### src/rtl/decoder_rr_arbiter.sv
// decoder_rr_arbiter: four-requester round-robin arbiter.
// A registered 2-bit owner index drives a one-hot grant. The owner keeps
// the grant until it pulses done or drops its request. Priority then
// rotates past the released owner, and one dead IDLE cycle separates
// consecutive grants.
// Optional feature macro: DECODER_RR_ARBITER_TIMEOUT_EN. When it is defined,
// a grant that lasts HOLD_MAX cycles is force-released and timeout pulses.
module decoder_rr_arbiter #(
    parameter int HOLD_MAX = 16
) (
    input  logic       clk_i,
    input  logic       rst_i,
    input  logic [3:0] req_i,
    input  logic       done_i,
    output logic [3:0] gnt_o,
    output logic [1:0] gnt_idx_o,
    output logic       busy_o,
    output logic       timeout_o
);

    typedef enum logic {
        IDLE  = 1'b0,
        GRANT = 1'b1
    } state_t;

    state_t     state_q;
    logic [1:0] last_q;
    logic [1:0] gnt_idx_q;
    logic [3:0] gnt_q;
    logic       busy_q;

    // Candidate indices in priority order: last+1, last+2, last+3, last+4 (mod 4).
    logic [1:0] cand   [4];
    logic [3:0] hit;
    logic [3:0] gnt_d;
    logic [1:0] pick_idx_d;
    logic       pick_valid_d;
    logic       release_d;
    logic       expire_d;
    logic       timeout_d;

    genvar gi;
    generate
        for (gi = 0; gi < 4; gi++) begin : g_cand
            assign cand[gi] = last_q + 2'(gi + 1);
            assign hit[gi]  = req_i[cand[gi]];
        end
    endgenerate

    // The first requesting candidate in rotated order wins.
    always_comb begin
        pick_valid_d = |hit;
        pick_idx_d   = cand[0];
        for (int i = 3; i >= 0; i--) begin
            if (hit[i]) begin
                pick_idx_d = cand[i];
            end
        end
    end

    // Decode the winning index to the one-hot grant that will be registered.
    generate
        for (gi = 0; gi < 4; gi++) begin : g_dec
            assign gnt_d[gi] = (pick_idx_d == 2'(gi));
        end
    endgenerate

`ifdef DECODER_RR_ARBITER_TIMEOUT_EN
    localparam int HOLD_CW = (HOLD_MAX > 2) ? $clog2(HOLD_MAX) : 1;

    logic [HOLD_CW-1:0] hold_q;
    logic               timeout_q;

    // The counter reads HOLD_MAX-1 on the edge that would start cycle HOLD_MAX+1.
    assign expire_d  = (hold_q == HOLD_CW'(HOLD_MAX - 1));
    // A timeout is flagged only when nothing else would release on that edge.
    assign timeout_d = expire_d & ~done_i & req_i[gnt_idx_q];

    // Hold counter: cleared when a grant starts, counts every held cycle.
    always_ff @(posedge clk_i or posedge rst_i) begin
        if (rst_i) begin
            hold_q    <= '0;
            timeout_q <= 1'b0;
        end else begin
            timeout_q <= 1'b0;
            if (state_q == IDLE) begin
                hold_q <= '0;
            end else if (release_d) begin
                hold_q    <= '0;
                timeout_q <= timeout_d;
            end else begin
                hold_q <= hold_q + 1'b1;
            end
        end
    end

    assign timeout_o = timeout_q;
`else
    assign expire_d  = 1'b0;
    assign timeout_d = 1'b0;
    assign timeout_o = 1'b0;
`endif

    // The owner releases on done, on dropping its request, or on expiry.
    assign release_d = done_i | ~req_i[gnt_idx_q] | expire_d;

    // Arbitration FSM with registered grant outputs.
    always_ff @(posedge clk_i or posedge rst_i) begin
        if (rst_i) begin
            state_q   <= IDLE;
            last_q    <= 2'b11;
            gnt_idx_q <= 2'b00;
            gnt_q     <= 4'b0000;
            busy_q    <= 1'b0;
        end else begin
            case (state_q)
                IDLE: begin
                    if (pick_valid_d) begin
                        state_q   <= GRANT;
                        gnt_idx_q <= pick_idx_d;
                        gnt_q     <= gnt_d;
                        busy_q    <= 1'b1;
                    end
                end
                GRANT: begin
                    if (release_d) begin
                        state_q <= IDLE;
                        gnt_q   <= 4'b0000;
                        busy_q  <= 1'b0;
                        last_q  <= gnt_idx_q;
                    end
                end
                default: begin
                    state_q <= IDLE;
                    gnt_q   <= 4'b0000;
                    busy_q  <= 1'b0;
                end
            endcase
        end
    end

    assign gnt_o     = gnt_q;
    assign gnt_idx_o = gnt_idx_q;
    assign busy_o    = busy_q;

endmodule

### config.mk
export PLATFORM = sky130hd
export DESIGN_NAME = decoder_rr_arbiter
export DESIGN_NICKNAME = d
export VERILOG_FILES = /design/src/rtl/decoder_rr_arbiter.sv
export SDC_FILE = /design/constraint.sdc
export NUM_CORES = 1
export LEC_CHECK = 0
export ABC_AREA = 1
export CORE_MARGIN = 5
export CORE_UTILIZATION = 53
export DETAILED_ROUTE_END_ITERATION = 8
export DONT_BUFFER_PORTS = 1
export PLACE_DENSITY_LB_ADDON = 0.12
export SLEW_MARGIN = 20
export SYNTH_ARGS = -nofsm -noshare
export SYNTH_HDL_FRONTEND = slang
export SYNTH_SLANG_ARGS = --single-unit
export TNS_END_PERCENT = 30
### constraint.sdc
create_clock -name clk_i -period 1.5 [get_ports clk_i]
set_input_delay 0.15 -clock clk_i [delete_from_list [all_inputs] [get_ports clk_i]]
set_output_delay 0.15 -clock clk_i [all_outputs]
set_load 0.03 [all_outputs]
---- Yosys cells after proc, flatten, opt, wreduce, memory -nomap -nowiden ----
Index checks and enable logic that the tools add are counted.
storage, ports and cells
  bits of input ports ..................... 7
  output and inout port bits .............. 8
  flip-flop bits (word level) ............. 10
  word-level logic and storage cells ...... 49
cells by class
  multiplexer cells ....................... 23
  add/subtract/negate cells ............... 3
  $lt $le $gt $ge ......................... 5
  bitwise gates (word level) .............. 3
  reductions and logical operators ........ 5
  equality and inequality tests ........... 5
operators by type and width
  cell                                                                           count
  2-bit by 3-bit less-than comparator with 1-bit output (second input constant)  5
  1-bit binary-select mux with 2-bit select                                      5
  1-bit two-way mux                                                              9
  2-bit two-way mux                                                              4
  4-bit two-way mux                                                              2
  4-bit one-hot mux with 2 select lines                                          1
  2-bit AND reduction                                                            3
  2-bit adder (second input constant)                                            2
  2-bit equality test (second input constant)                                    2
  1-bit one-hot mux with 2 select lines                                          2
  4-bit OR reduction                                                             1
  2-bit by 1-bit adder with 2-bit output (second input constant)                 1
  2-bit by 1-bit equality test with 1-bit output (second input constant)         1
  2-bit zero test                                                                1
  2-bit by 1-bit != test with 1-bit output (second input constant)               1
  2-bit != test (second input constant)                                          1
  1-bit NOT                                                                      2
  1-bit OR                                                                       1

---- Logic depth before layout (Yosys ltp) ----
  depth in word-level cells ............... 9
  gate-level depth with buffers ........... 11
  depth with buffers taken out ............ 11

---- Least setup slack after synthesis ----
Ideal clock, no wire load.
  path kind ............................... flip-flop to flip-flop
  start ................................... register gnt_idx_q[0] (netlist: gnt_idx_o[0])
  end ..................................... register busy_q (netlist: busy_o)
  cell stages (with the launch flop) ...... 10
  data arrival time ....................... 1390 ps
  slack ................................... -18 ps
  path buffers ............................ 0
  period minus slack after synthesis ...... 1518 ps
  required time ........................... 1372 ps
  library setup time ...................... 128 ps
  cells stage by stage .................... dfrtp_1 -> a21oi_1 -> o21ai_0 -> o21ai_0 -> inv_1 -> nor2_1 -> nor2_1 -> inv_1 -> nand2_1 -> o21ai_0
between the ends
  longest elaborated chain between the ends .. 6
RTL lines
  element                                                    RTL line  source
  start, declared                                            28        logic [1:0] gnt_idx_q;
  start signal, assigned                                     120       gnt_idx_q <= pick_idx_d;
  1-bit binary-select mux with 2-bit select                  105       assign release_d = done_i | ~req_i[gnt_idx_q] | expire_d;
  1-bit two-way mux (not written as such)                    105
  1-bit NOT                                                  105
  1-bit OR                                                   105
  2-bit by 1-bit != test with 1-bit output (no source line)  --
  2-bit AND reduction (no source line)                       --
  end signal, assigned                                       114       busy_q <= 1'b0;
  end signal, assigned                                       122       busy_q <= 1'b1;
  end signal, assigned                                       129       busy_q <= 1'b0;
  end, declared                                              30        logic busy_q;
No other way between the ends. The select of a mux whose other input is x is not followed.
A chain may end at the register's enable or synchronous reset.

---- Worst setup path in the final report ----
  start ................................... register last_q[0]
  end ..................................... register gnt_q[1] (netlist: gnt_o[1])
between the ends
  longest elaborated chain between the ends .. 9
  elaborated cells between the ends (all ways) .. 21
  classes of those cells .................. 3 x add/sub; 2 x eq/ne; 14 x mux; 2 x reduce/logical
RTL lines
  element                                                                         RTL line  source
  start, declared                                                                 27        logic [1:0] last_q;
  start signal, assigned                                                          130       last_q <= gnt_idx_q;
  2-bit adder or 1-bit binary-select mux with 2-bit select (tied branches)        45, 46
  1-bit binary-select mux with 2-bit select or 1-bit two-way mux (tied branches)  46        assign hit[gi] = req_i[cand[gi]];
  1-bit two-way mux (not written as such) or 2-bit two-way mux (tied branches)    46, 55
  2-bit two-way mux (3 in series)                                                 55        if (hit[i]) begin
  2-bit by 1-bit equality test with 1-bit output                                  64        assign gnt_d[gi] = (pick_idx_d == 2'(gi));
  4-bit two-way mux                                                               118       if (pick_valid_d) begin
  4-bit one-hot mux with 2 select lines                                           116       case (state_q)
  end signal, assigned                                                            121       gnt_q <= gnt_d;
  end, declared                                                                   29        logic [3:0] gnt_q;
Several ways; a longest one is shown, not always the timed one. The select of a mux whose other input is x is not followed.

==> flow_summary.yaml <==
final_layout:
  multiInputGateArea_um2: 409.1
  register_area_um2: 252.7
  fillCellCount: 114
  fin_util_pct: 65.82
  areaGrowthSynthToFinish_pct: 18.60
  n_antenna_cell: 0
  fin_area_um2: 845.8
  layout-drive-gt1-share_pct: 32.46
  nNetsFinal: 122
placement:
  placed_cell_area_um2: 773.2
  gp_congestion: 0.8251
  port_buffers: 0
  dpl.hpwl_mm: 1.163
sta:
  finalHoldViolations: 0
  whs_ns: 0.2401
  slew_viol_final: 0
  layout_setup_ws_ns: -0.04969
  fmax_ghz: 0.6453
  finalSetupViolCount: 5
  finalSetupTns_ns: -0.2109
  skew_ns: 0.002083
  period_share_pct: 103.3
  min_period_ns: 1.550
  rsz0062_at_grt: "true"
synthesis:
  ys_seq_area_share_pct: 35.44
  synth.distinct_cells: 17
  synthDominantCellAreaShare_pct: 28.07
  syn_area_per_cell_um2: 6.858
  yosys.area.top_type: "dfrtp_1"
  synth-seq-cells: 10
  synthCells: 104
  syn_nets: 111
  synth-warning-count: 0
  synth_area_um2: 713.2
  ys_top_cells_by_area: "dfrtp_1 (28%), nand2_1 (18%), inv_1 (8.9%)"
cts:
  clkLatencyLatePin_ns: 0.26
  cts_tree: "done"
  clk_pin_slew_worst_paths_ns: 0.06
  h-tree-depth: 1
  clock_sinks: 10
  clockRootBuffer: "clkbuf_4"
  cts-buffers-inserted: 3
  clock_path_buffers: 2
grt:
  grt_max_degree: 11
  antenna_found_initial: 0
  grt-ovfl-total: 0
  grt_pass1_vias: 580
  grtUsageTotal_pct: 16.35
  grt_pass1_wl_mm: 2.518
die:
  die_h_um: 46.68
  fp.dieW_um: 46.68
  die-area_um2: 2179
  io_pins: 15
  core_um2: 1285
  initial_core_util_pct: 55.50
  rows: 13
power:
  p_switching_w: 0.001147
  power_frac_comb_pct: 63.4
  power_frac_seq_pct: 27.9
  sw_frac_of_total_pct: 52.55
  internal_power_w: 0.001036
  power_density_nw_per_um2: 2581
  clkPwrFrac_pct: 8.7
  leakage_nw: 0.4468
  peakVddDrop_mv: 1.368
critical_path:
  worstSetupPathType: "flop to flop"
  cp_cell_sequence: "buf_12 -> nand2_1 -> o21ai_2 -> nor2_1 -> nand3_2 -> nor2_4 -> nor2_4 -> nor2_4 -> nand2_1 -> nand2_1"
  slowest_delay_ns: 0.57
  rrSetupSlack_ns: -0.05
  cp-start-kind: "flop"
  worstPathMaxFanout: 9
  required_ns: 1.65
  cp_slowest_cell: "dfstp_2"
  arrival_ns: 1.70
  crit_path_end_kind: "flop"
routing:
  routedWlPerCell_um: 11.32
  drc: 0
  ant_nets: 0
  routed_wl_mm: 1.460
  drt_iter0_drc: 7
  vias: 650
  viasPerCell: 5.039
  dr.pass1.iters: 4
worst_hold_path:
  hp-class: "input pin to flop"
run_status:
  run_status: "complete, but fails checks"
  violations: "setup timing"
flow_run:
  maxCapViolations: 0
[power groups by stage]
stage,Clock (W),Sequential (W),Combinational [W]
2_1_floorplan,0,0.000642,0.000932
3_3_place_gp,0,0.000614,0.00125
3_5_place_dp,0,0.000615,0.00126
4_1_cts,0.000195,0.000611,0.00129
5_1_grt,0.000210,0.000627,0.00157
6_report,0.000190,0.000609,0.00138
[stage by stage]
stage          setup slack, ns  power [W]  instances
6_report              -0.04969   0.002183        129
3_5_place_dp          -0.03737   0.001876        123
4_1_cts               -0.04511   0.002101        128
5_1_grt                -0.1643   0.002403        129
3_3_place_gp          -0.02776   0.001863        123
2_1_floorplan          0.03985   0.001574        104
[logic make-up after synthesis]
logic type / share of synthesized area (%)
buffers and inverters: 11.58
DFF: 35.44
AOI/OAI and AO/OA: 12.10
and+or+nand+nor: 40.35
other: 0.5258
[worst paths after layout]
path	start	depth (start not counted)	endpoint
min reg2reg	state_q	1	busy_o
max reg2reg	last_q[0]	10	gnt_o[1]
max in group asynchronous	rst_i	2	last_q[0]
max	last_q[0]	10	gnt_o[1]
min	done_i	4	last_q[0]
min in group asynchronous	rst_i	2	gnt_idx_o[1]
[layer usage]
| metal | routed length (um) | track usage (%) | up-vias |
|---|---|---|---|
| li1 | - | - | 347 |
| met1 | 693 | 22.25 | 292 |
| met2 | 704 | 25.27 | 7 |
| met3 | 40 | 1.953 | 4 |
| met4 | 21 | 8.287 | 0 |
| met5 | 0 | 0 | - |
[critical path: cells and delay by family, from the launching register on]
family / cells / cell delay [ns]
buffers and inverters: 1 / 0.13
flip-flops: 1 / 0.57
AO/OA/AOI/OAI: 1 / 0.08
AND/OR/NAND/NOR: 8 / 0.65
[what timing repair did]
action	CTS	global route
hold buffers	1	0
endpoints found under the hold margin	8	0
pin swaps	0	5
resized for setup	2	9
buffers inserted	0	1
endpoints found under the setup margin	6	8
[area by class of cell]
cell class                      count  share of cell area (%)
Clock buffer                        4                   3.107
Timing Repair Buffer                8                   8.876
Multi-Input combinational cell     75                   48.37
Inverter                           17                   7.544
Sequential cell                    10                   29.88
Tap cell                           15                   2.219
[layout by cell type (no fill, tap or decap)]
cell | Yosys | layout
nor2_1 | 4 | 3
nor2_4 | 3 | 3
nor2_2 | 0 | 1
dfstp_2 | 2 | 2
nand2_2 | 5 | 9
o21ai_2 | 3 | 3
nand2_1 | 34 | 30
o21ai_1 | 1 | 1
inv_2 | 0 | 3
conb_1 | 1 | 1
a21oi_1 | 4 | 3
clkbuf_1 | 0 | 1
buf_12 | 0 | 1
buf_4 | 1 | 6
nand3_2 | 2 | 5
nand3_1 | 7 | 4
nand4_1 | 4 | 4
dfrtp_1 | 8 | 8
o21ai_0 | 7 | 7
a21oi_2 | 0 | 1
dlygate4sd3_1 | 0 | 1
inv_1 | 17 | 14
clkbuf_4 | 0 | 3
[registers in the layout, summed over array words and instances, names as in the netlist]
| signal | cells |
|---|---|
| gnt_o | 4 |
| gnt_idx_o | 2 |
| state_q | 1 |
| busy_o | 1 |
| last_q | 2 |
[Yosys cell counts (all sizes together)]
library cell,n
nand2,39
inv,17
o21ai,11
nand3,9
dfrtp,8
nor2,7
a21oi,4
nand4,4
buf,2
dfstp,2
conb,1
(Power assumes the default switching activity.)
